File: src/rtl/seq_counter_prog.sv
// seq_counter_prog: programmable sequence counter.
// Steps through a run-time writable table of DEPTH codes, each WIDTH bits wide.
// Modes: 00 up, 01 down, 10 hold, 11 load index.
// Optional macro SEQCNT_PINGPONG_EN turns mode 10 into ping-pong. It adds an
// internal direction register, which resets to up.
// All outputs are registered. There is no combinational path from input to
// output.
module seq_counter_prog #(
    parameter int WIDTH = 5,
    parameter int DEPTH = 5,
    parameter int IDXW  = 3,
    parameter logic [DEPTH*WIDTH-1:0] INIT = 25'b10000_10101_00011_01000_00001
) (
    input  logic             clk,
    input  logic             rst,
    input  logic             en,
    input  logic [1:0]       mode,
    input  logic [IDXW-1:0]  ld_idx,
    input  logic             wr_en,
    input  logic [IDXW-1:0]  wr_addr,
    input  logic [WIDTH-1:0] wr_data,
    output logic [WIDTH-1:0] counter,
    output logic [IDXW-1:0]  idx,
    output logic             wrap,
    output logic             err
);

    localparam logic [IDXW-1:0] LAST    = IDXW'(DEPTH - 1);
    localparam logic [IDXW-1:0] ONE     = IDXW'(1);
    localparam logic [IDXW:0]   DEPTH_X = (IDXW+1)'(DEPTH);

    // Only DEPTH entries exist. Addresses at or above DEPTH are never stored.
    logic [WIDTH-1:0] tbl [DEPTH];

    logic [IDXW-1:0]  idx_n;
    logic             wrap_n;
    logic             err_n;
    logic [WIDTH-1:0] cnt_n;
    logic             ld_ok;
    logic             wr_ok;

    assign ld_ok = ({1'b0, ld_idx} < DEPTH_X);
    assign wr_ok = wr_en && ({1'b0, wr_addr} < DEPTH_X);

`ifdef SEQCNT_PINGPONG_EN
    localparam logic [IDXW-1:0] LAST_M1 = IDXW'(DEPTH - 2);
    localparam logic DIR_UP   = 1'b0;
    localparam logic DIR_DOWN = 1'b1;
    logic dir;
    logic dir_n;
`endif

    // State register: index, pulses, direction and the table itself.
    always_ff @(posedge clk) begin
        if (rst) begin
            idx     <= '0;
            wrap    <= 1'b0;
            err     <= 1'b0;
            counter <= INIT[WIDTH-1:0];
            for (int i = 0; i < DEPTH; i++) begin
                tbl[i] <= INIT[i*WIDTH +: WIDTH];
            end
`ifdef SEQCNT_PINGPONG_EN
            dir <= DIR_UP;
`endif
        end else begin
            idx     <= idx_n;
            wrap    <= wrap_n;
            err     <= err_n;
            counter <= cnt_n;
            if (wr_ok) begin
                tbl[wr_addr] <= wr_data;
            end
`ifdef SEQCNT_PINGPONG_EN
            dir <= dir_n;
`endif
        end
    end

    // Next-state: choose the next index and the wrap/err pulses from mode and en.
    always_comb begin
        idx_n  = idx;
        wrap_n = 1'b0;
        err_n  = 1'b0;
`ifdef SEQCNT_PINGPONG_EN
        dir_n  = dir;
`endif
        if (en) begin
            case (mode)
                2'b00: begin
                    if (idx == LAST) begin
                        idx_n  = '0;
                        wrap_n = 1'b1;
                    end else begin
                        idx_n = idx + ONE;
                    end
                end
                2'b01: begin
                    if (idx == '0) begin
                        idx_n  = LAST;
                        wrap_n = 1'b1;
                    end else begin
                        idx_n = idx - ONE;
                    end
                end
                2'b10: begin
`ifdef SEQCNT_PINGPONG_EN
                    // Bounce at either end. This mode never raises wrap.
                    if (dir == DIR_UP) begin
                        if (idx == LAST) begin
                            dir_n = DIR_DOWN;
                            idx_n = LAST_M1;
                        end else begin
                            idx_n = idx + ONE;
                        end
                    end else begin
                        if (idx == '0) begin
                            dir_n = DIR_UP;
                            idx_n = ONE;
                        end else begin
                            idx_n = idx - ONE;
                        end
                    end
`else
                    idx_n = idx;
`endif
                end
                default: begin
                    if (ld_ok) begin
                        idx_n = ld_idx;
                    end else begin
                        err_n = 1'b1;
                    end
                end
            endcase
        end
    end

    // Output: next code, with a same-cycle write to the target entry forwarded.
    always_comb begin
        cnt_n = tbl[idx_n];
        if (wr_ok && (wr_addr == idx_n)) begin
            cnt_n = wr_data;
        end
    end

endmodule

File: config.mk
export PLATFORM = sky130hd
export DESIGN_NAME = seq_counter_prog
export DESIGN_NICKNAME = d
export VERILOG_FILES = /design/src/rtl/seq_counter_prog.sv
export SDC_FILE = /design/constraint.sdc
export NUM_CORES = 1
export LEC_CHECK = 0
export BUFFER_PORTS_ARGS = -buffer_cell sky130_fd_sc_hd__buf_2
export CELL_PAD_IN_SITES_DETAIL_PLACEMENT = 0
export CELL_PAD_IN_SITES_GLOBAL_PLACEMENT = 1
export CORE_MARGIN = 10
export CORE_UTILIZATION = 43
export DETAILED_ROUTE_END_ITERATION = 12
export PLACE_DENSITY = 0.73
export SETUP_SLACK_MARGIN = 0.02
export SYNTH_ARGS = -nofsm -noshare
export SYNTH_HDL_FRONTEND = slang
export SYNTH_SLANG_ARGS = --single-unit
File: constraint.sdc
create_clock -name clk -period 2.6 [get_ports clk]
set_clock_uncertainty 0.1 [all_clocks]
set_input_delay 0.26 -clock clk [delete_from_list [all_inputs] [get_ports clk]]
set_output_delay 0.26 -clock clk [all_outputs]
set_load 0.03 [all_outputs]
==> results of run 1 <==
==> routing by layer <==
layer  up-vias  part of all wire, %  global-route usage, %
li1        954                    -                      -
met1       907                   44                   15.3
met2        40                   50                   22.4
met3         8                  4.4                   2.91
met4         0                  1.7                   4.30
met5         -                    0                      0
==> worst paths after layout <==
kind              slack [ns]    endpoint
setup / recovery        0.15  counter[0]
hold / removal          0.13         err
setup reg to reg        0.15  counter[0]
hold reg to reg         0.61  counter[2]
==> report_power, final <==
group | total, W | internal [W] | switching (W)
sequential | 0.000948 | 0.000924 | 0.0000236
combinational | 0.000361 | 0.000150 | 0.000211
clock | 0.000496 | 0.000250 | 0.000247
==> cell usage in the layout, fill, tap and decap left out, types with 2 or more instances in the layout <==
cell,count
nand2_1,9
nand3b_1,2
a211o_1,4
nor3_1,3
buf_4,16
edfxtp_1,40
buf_2,26
or2_2,6
a211oi_1,9
mux2i_1,8
nand3_1,2
o21a_1,2
ha_1,6
conb_1,15
dfxtp_1,8
a31oi_1,2
nand2b_1,6
a221o_1,2
and3_1,13
a211oi_2,2
nor2_1,12
mux2_2,2
clkbuf_8,5
clkbuf_1,2
nor2b_1,2
dfxtp_2,2
and2_1,10
a21oi_1,7
inv_1,9
o41ai_1,3
nor4_1,3
==> sequential cells by signal, indices dropped and copies added (netlist names) <==
| signal | cells |
|---|---|
| idx | 3 |
| tbl | 40 |
| wrap | 1 |
| err | 1 |
| counter | 5 |
==> what timing repair did <==
action                                  CTS  global route
resized for setup                         2            10
endpoints found under the setup margin    2             5
pin swaps                                 0             2
==> logic make-up (layout without fill, tap and decap cells) <==
| group | count (synthesis) | after routing | share of synthesized area [%] |
|---|---|---|---|
| AND/OR/NAND/NOR | 81 | 81 | 18.1 |
| AO/OA/AOI/OAI | 52 | 52 | 16.3 |
| flip-flops | 50 | 50 | 51.8 |
| buffers and inverters | 21 | 61 | 4.39 |
| multiplexers | 13 | 13 | 5.69 |
| adder cells (fa/ha/maj) | 7 | 7 | 3.24 |
| other | 1 | 15 | 0.139 |
| XOR/XNOR | 1 | 1 | 0.324 |
==> critical path, stage by stage, from the launching register on <==
cell	delay, ns
dfxtp_2	0.35
inv_1	0.11
ha_4	0.18
mux2_4	0.31
a211o_4	0.42
and3_1	0.20
a211oi_1	0.25
a311oi_1	0.09
o32a_1	0.34
==> per-stage QoR <==
stage | cells | hold WS, ns | utilization, % | total power [W]
3_3_place_gp | 347 | 0.439 | 50.6 | 0.00131
5_1_grt | 355 | 0.134 | 53.2 | 0.00189
3_5_place_dp | 347 | 0.438 | 50.6 | 0.00131
6_report | 355 | 0.128 | 53.2 | 0.00181
4_1_cts | 355 | 0.121 | 52.3 | 0.00181
2_1_floorplan | 240 | 0.259 | - | 0.00120
==> area by class of cell <==
type / count / share of cell area (%)
Inverter: 9 / 1.05
Tap cell: 75 / 2.93
Timing Repair Buffer: 44 / 8.79
Sequential cell: 50 / 43.8
Clock buffer: 8 / 3.16
Multi-Input combinational cell: 169 / 40.2
==> flow_summary.json, run 1 <==
{
  "layout_setup_ws_ns": 0.155,
  "clock.fmax_mhz": 409,
  "num-nets-final": 303,
  "dpl_worst_slack_ns": -0.0433,
  "cts_tree": "built",
  "fin_crit_ns": 2.45,
  "setup_viol": 0,
  "syn2layout_area_growth_pct": 18.4,
  "cp.required_ns": 2.69,
  "drt_wl_total_um": 6260,
  "synth-seq-cells": 50,
  "async_reset_ff_share_pct": 0,
  "end_kind": "flop",
  "start_kind": "flop",
  "setup_tns_ns": 0,
  "synth_edf_count": 40,
  "h-tree-depth": 2,
  "ys_seq_area_share_pct": 51.8,
  "die_x_um": 99.3,
  "antenna_found_initial": 0,
  "synthesis.instances": 226,
  "clock-sinks": 50,
  "yosysMostFrequentCell": "edfxtp_1",
  "dieArea_mm2": 0.00986,
  "drt_iter0_drc": 84,
  "hpwl_um": 4720,
  "power.density_mw_per_mm2": 564,
  "netlist_top_cells_count": "edfxtp_1, and3_1, nor2_1, and2_1, dfxtp_1",
  "port_buffers": 26,
  "clockBufferDepth": 2,
  "worstMarginPinSlew_ns": 0.513,
  "hold_start": "ld_idx[2]",
  "drtAntennaViolNets": 0,
  "cp.arrival_ns": 2.53,
  "yosysTopAreaCell": "edfxtp_1",
  "track_usage_pct": 12.9,
  "rsz0062_at_grt": "no",
  "leakagePower_nw": 1.31,
  "fill_cells": 544,
  "initial_core_util_pct": 44.9,
  "cts-root-buf": "clkbuf_8",
  "wl_per_cell_um": 17.6,
  "rows": 28,
  "layout.area.seq_mm2": 0.00140,
  "ys_types": 65,
  "ctsHoldBuffers": 0,
  "grt_pass1_wl_um": 10300,
  "firstDrtPassIters": 4,
  "maxCapViolCount": 0,
  "r2r-start": "idx[1]",
  "ir_drop_mv": 0.318,
  "syn_avg_cell_area_um2": 12.0,
  "detailed_place.area_mm2": 0.00305,
  "overflow": 0,
  "grt_max_degree": 21,
  "die_h_um": 99.3,
  "place_congestion": 0.802,
  "holdPathStages": 3,
  "cts-buffers-inserted": 5,
  "drive_above_1_share_pct": 28.2,
  "synth-main-ff-cell": "edfxtp_1",
  "ios": 27,
  "postCtsSetupBuffers": 0,
  "worstSetupStartpoint": "idx[1]",
  "multiInputGateArea_mm2": 0.00129,
  "drc": 0,
  "rr_worst_depth": 8,
  "netlist_area_mm2": 0.00271,
  "core_area_mm2": 0.00603,
  "clk_latency_ns": 0.30,
  "drv_slew": 0,
  "cp_max_fo": 10,
  "hold_violations": 0,
  "slew_headroom_pct": 65.8,
  "synth.area.top_cells": "edfxtp_1, dfxtp_1, ha_1",
  "postLayoutCellArea_mm2": 0.00320,
  "grt_pass1_vias": 2046,
  "yosysTopAreaCellShare_pct": 44.4,
  "clkSlewWorstSetupHoldPaths_ns": 0.09,
  "status": "finished, final reports clean",
  "finalCritPeriodShare_pct": 94.0,
  "hp-class": "primary input to flop",
  "yosys_warnings": 0,
  "vias": 1909,
  "diodes": 0,
  "via_per_inst": 5.38,
  "critPathKind": "flop to flop"
}
Power figures use the tool's default switching activity.
==> run 2: changes to the inputs <==
--- a/config.mk
+++ b/config.mk
@@ -11,3 +11,4 @@
 export CORE_MARGIN = 10
-export CORE_UTILIZATION = 43
+export CORE_UTILIZATION = 45
+export CTS_BUF_LIST = sky130_fd_sc_hd__clkbuf_4 sky130_fd_sc_hd__clkbuf_8
 export DETAILED_ROUTE_END_ITERATION = 12
==> constraint.sdc (replaced) <==
create_clock -name clk -period 2.54 [get_ports clk]
set_clock_uncertainty 0.1 [all_clocks]
set_input_delay 0.254 -clock clk [delete_from_list [all_inputs] [get_ports clk]]
set_output_delay 0.254 -clock clk [all_outputs]
set_load 0.01 [all_outputs]
==> run 2 against run 1 <==
First-iteration DRC count rose by 35%. Total power rose by 6.5%. Highest routed layer unchanged. Maximum frequency rose by 1.2%. Via count rose by 6.5%. Critical path depth rose by 1. Largest power group unchanged. Sequential power rose by 2%. Sequential share of layout area fell by 2.1 points. Register-to-register slack got worse by 0.03 ns.
==> flow_summary.json, run 2 (synthesis gave the netlist of run 1 again) <==
{
  "power.density_mw_per_mm2": 571,
  "cts-buffers-inserted": 5,
  "cp_max_fo": 17,
  "track_usage_pct": 13.3,
  "place_congestion": 0.775,
  "final_common_cell": "edfxtp_1",
  "status": "finished, final reports clean",
  "holdPathStages": 1,
  "switchingPower_w": 0.000478,
  "hpwl_um": 4600,
  "clock-sinks": 50,
  "cts_tree": "built",
  "dpl.cell_count": 360,
  "final_core_util_pct": 57.2,
  "largest_register": "tbl",
  "drt_wl_total_um": 6350,
  "setup_tns_ns": 0,
  "reg_top3": "tbl: 40 flops, counter: 5 flops, idx: 3 flops",
  "firstDrtPassIters": 4,
  "drt_iter0_drc": 113,
  "rows": 28,
  "dpl_worst_slack_ns": -0.0571,
  "die_h_um": 97.5,
  "critPathKind": "flop to flop",
  "cp.required_ns": 2.62,
  "wl_per_cell_um": 17.0,
  "reg2reg_setup_slack_ns": 0.13,
  "rsz0062_at_grt": "yes",
  "r2r-start": "idx[1]",
  "cts-root-buf": "clkbuf_8",
  "diodes": 0,
  "start_kind": "flop",
  "clock.fmax_mhz": 414,
  "maxCapViolCount": 0,
  "largest_register_ffs": 40,
  "overflow": 0,
  "rr_worst_depth": 9,
  "grt_pass1_wl_um": 10400,
  "clockBufferDepth": 2,
  "fin_crit_ns": 2.41,
  "worst_r2r_endpoint": "counter[2]",
  "drive_above_1_share_pct": 35.1,
  "antenna_found_initial": 0,
  "dieArea_mm2": 0.00951,
  "clkSlewWorstSetupHoldPaths_ns": 0.09,
  "instances_no_fill": 374,
  "leakagePower_nw": 1.41,
  "die_x_um": 97.5,
  "worstSetupStartpoint": "idx[1]",
  "ir_drop_mv": 0.347,
  "clkPwrFrac_pct": 29.4,
  "final_cell_mix": "edfxtp_1, buf_4, buf_2, conb_1, and3_1",
  "seq_power_share_pct": 50.3,
  "clk_latency_ns": 0.30,
  "hold_violations": 0,
  "h-tree-depth": 2,
  "grt_max_degree": 18,
  "vias": 2033,
  "end_kind": "flop",
  "cp-endpoint": "counter[2]",
  "cp.arrival_ns": 2.50,
  "initial_core_util_pct": 46.0,
  "via_per_inst": 5.44,
  "comb_power_share_pct": 20.3,
  "ios": 27,
  "syn2layout_area_growth_pct": 24.4,
  "hp-class": "primary input to flop",
  "grt_pass1_vias": 2037,
  "core_area_mm2": 0.00589,
  "drc": 0,
  "layout_setup_ws_ns": 0.125,
  "drtAntennaViolNets": 0,
  "finalCritPeriodShare_pct": 95.1,
  "port_buffers": 26,
  "drv_slew": 0,
  "setup_viol": 0,
  "switching_share_pct": 24.8,
  "power.internal_w": 0.00145,
  "num-nets-final": 322
}
==> run 2: how the worst min path moves through the flow <==
stage	startpoint	endpoint	slack [ns]
floorplan	wr_data[0]	tbl[5][0]	0.25
global route	wr_data[3]	tbl[6][3]	0.12
detailed placement	wr_data[3]	tbl[6][3]	0.43
CTS	wr_data[3]	tbl[6][3]	0.11
global placement	wr_data[3]	tbl[6][3]	0.43
finish	wr_data[3]	tbl[6][3]	0.11
==> run 2: routing by layer <==
layer	wire length (µm)	up-vias	global-route usage (%)
li1	-	991	-
met1	2690	978	15.8
met2	3150	54	22.6
met3	376	10	3.27
met4	125	0	5.03
met5	0	-	0
==> run 2: power groups by stage <==
| stage | combinational [W] | sequential [W] | clock, W |
|---|---|---|---|
| 4_1_cts | 0.000372 | 0.000968 | 0.000577 |
| 6_report | 0.000391 | 0.000967 | 0.000565 |
| 3_3_place_gp | 0.000351 | 0.000985 | 0 |
| 3_5_place_dp | 0.000353 | 0.000985 | 0 |
| 5_1_grt | 0.000427 | 0.000974 | 0.000608 |
| 2_1_floorplan | 0.000215 | 0.000986 | 0 |
==> run 2: timing repair <==
item,CTS,global route
setup buffers,2,3
hold buffers,0,0
setup endpoints to repair,5,5
cloned,1,0
gates resized for setup,9,10
pin swaps,4,11
==> run 2: stage by stage <==
| stage | power (W) | hold slack (ns) | instance area, µm² |
|---|---|---|---|
| 2_1_floorplan | 0.00120 | 0.253 | 2760 |
| 3_3_place_gp | 0.00134 | 0.429 | 3130 |
| 3_5_place_dp | 0.00134 | 0.429 | 3130 |
| 4_1_cts | 0.00192 | 0.111 | 3300 |
| 5_1_grt | 0.00201 | 0.122 | 3360 |
| 6_report | 0.00192 | 0.111 | 3360 |
==> run 2: cell type report <==
type | instances | area, µm²
clock buffers | 7 | 83.8
inverters | 9 | 33.8
clock inverters | 1 | 30.0
repair buffers | 63 | 417
fillers | 518 | 2520
well taps | 75 | 93.8
flip-flops and latches | 50 | 1400
multi-input cells | 169 | 1300
==> run 2: worst max-delay path: stages, from the launching register on <==
cell and delay, ns:
dfxtp_2 0.34, inv_2 0.05, ha_4 0.15, buf_4 0.13, mux2_4 0.30, a211o_4 0.39
nand2_8 0.16, mux4_2 0.51, nand2_1 0.08, a31oi_1 0.08
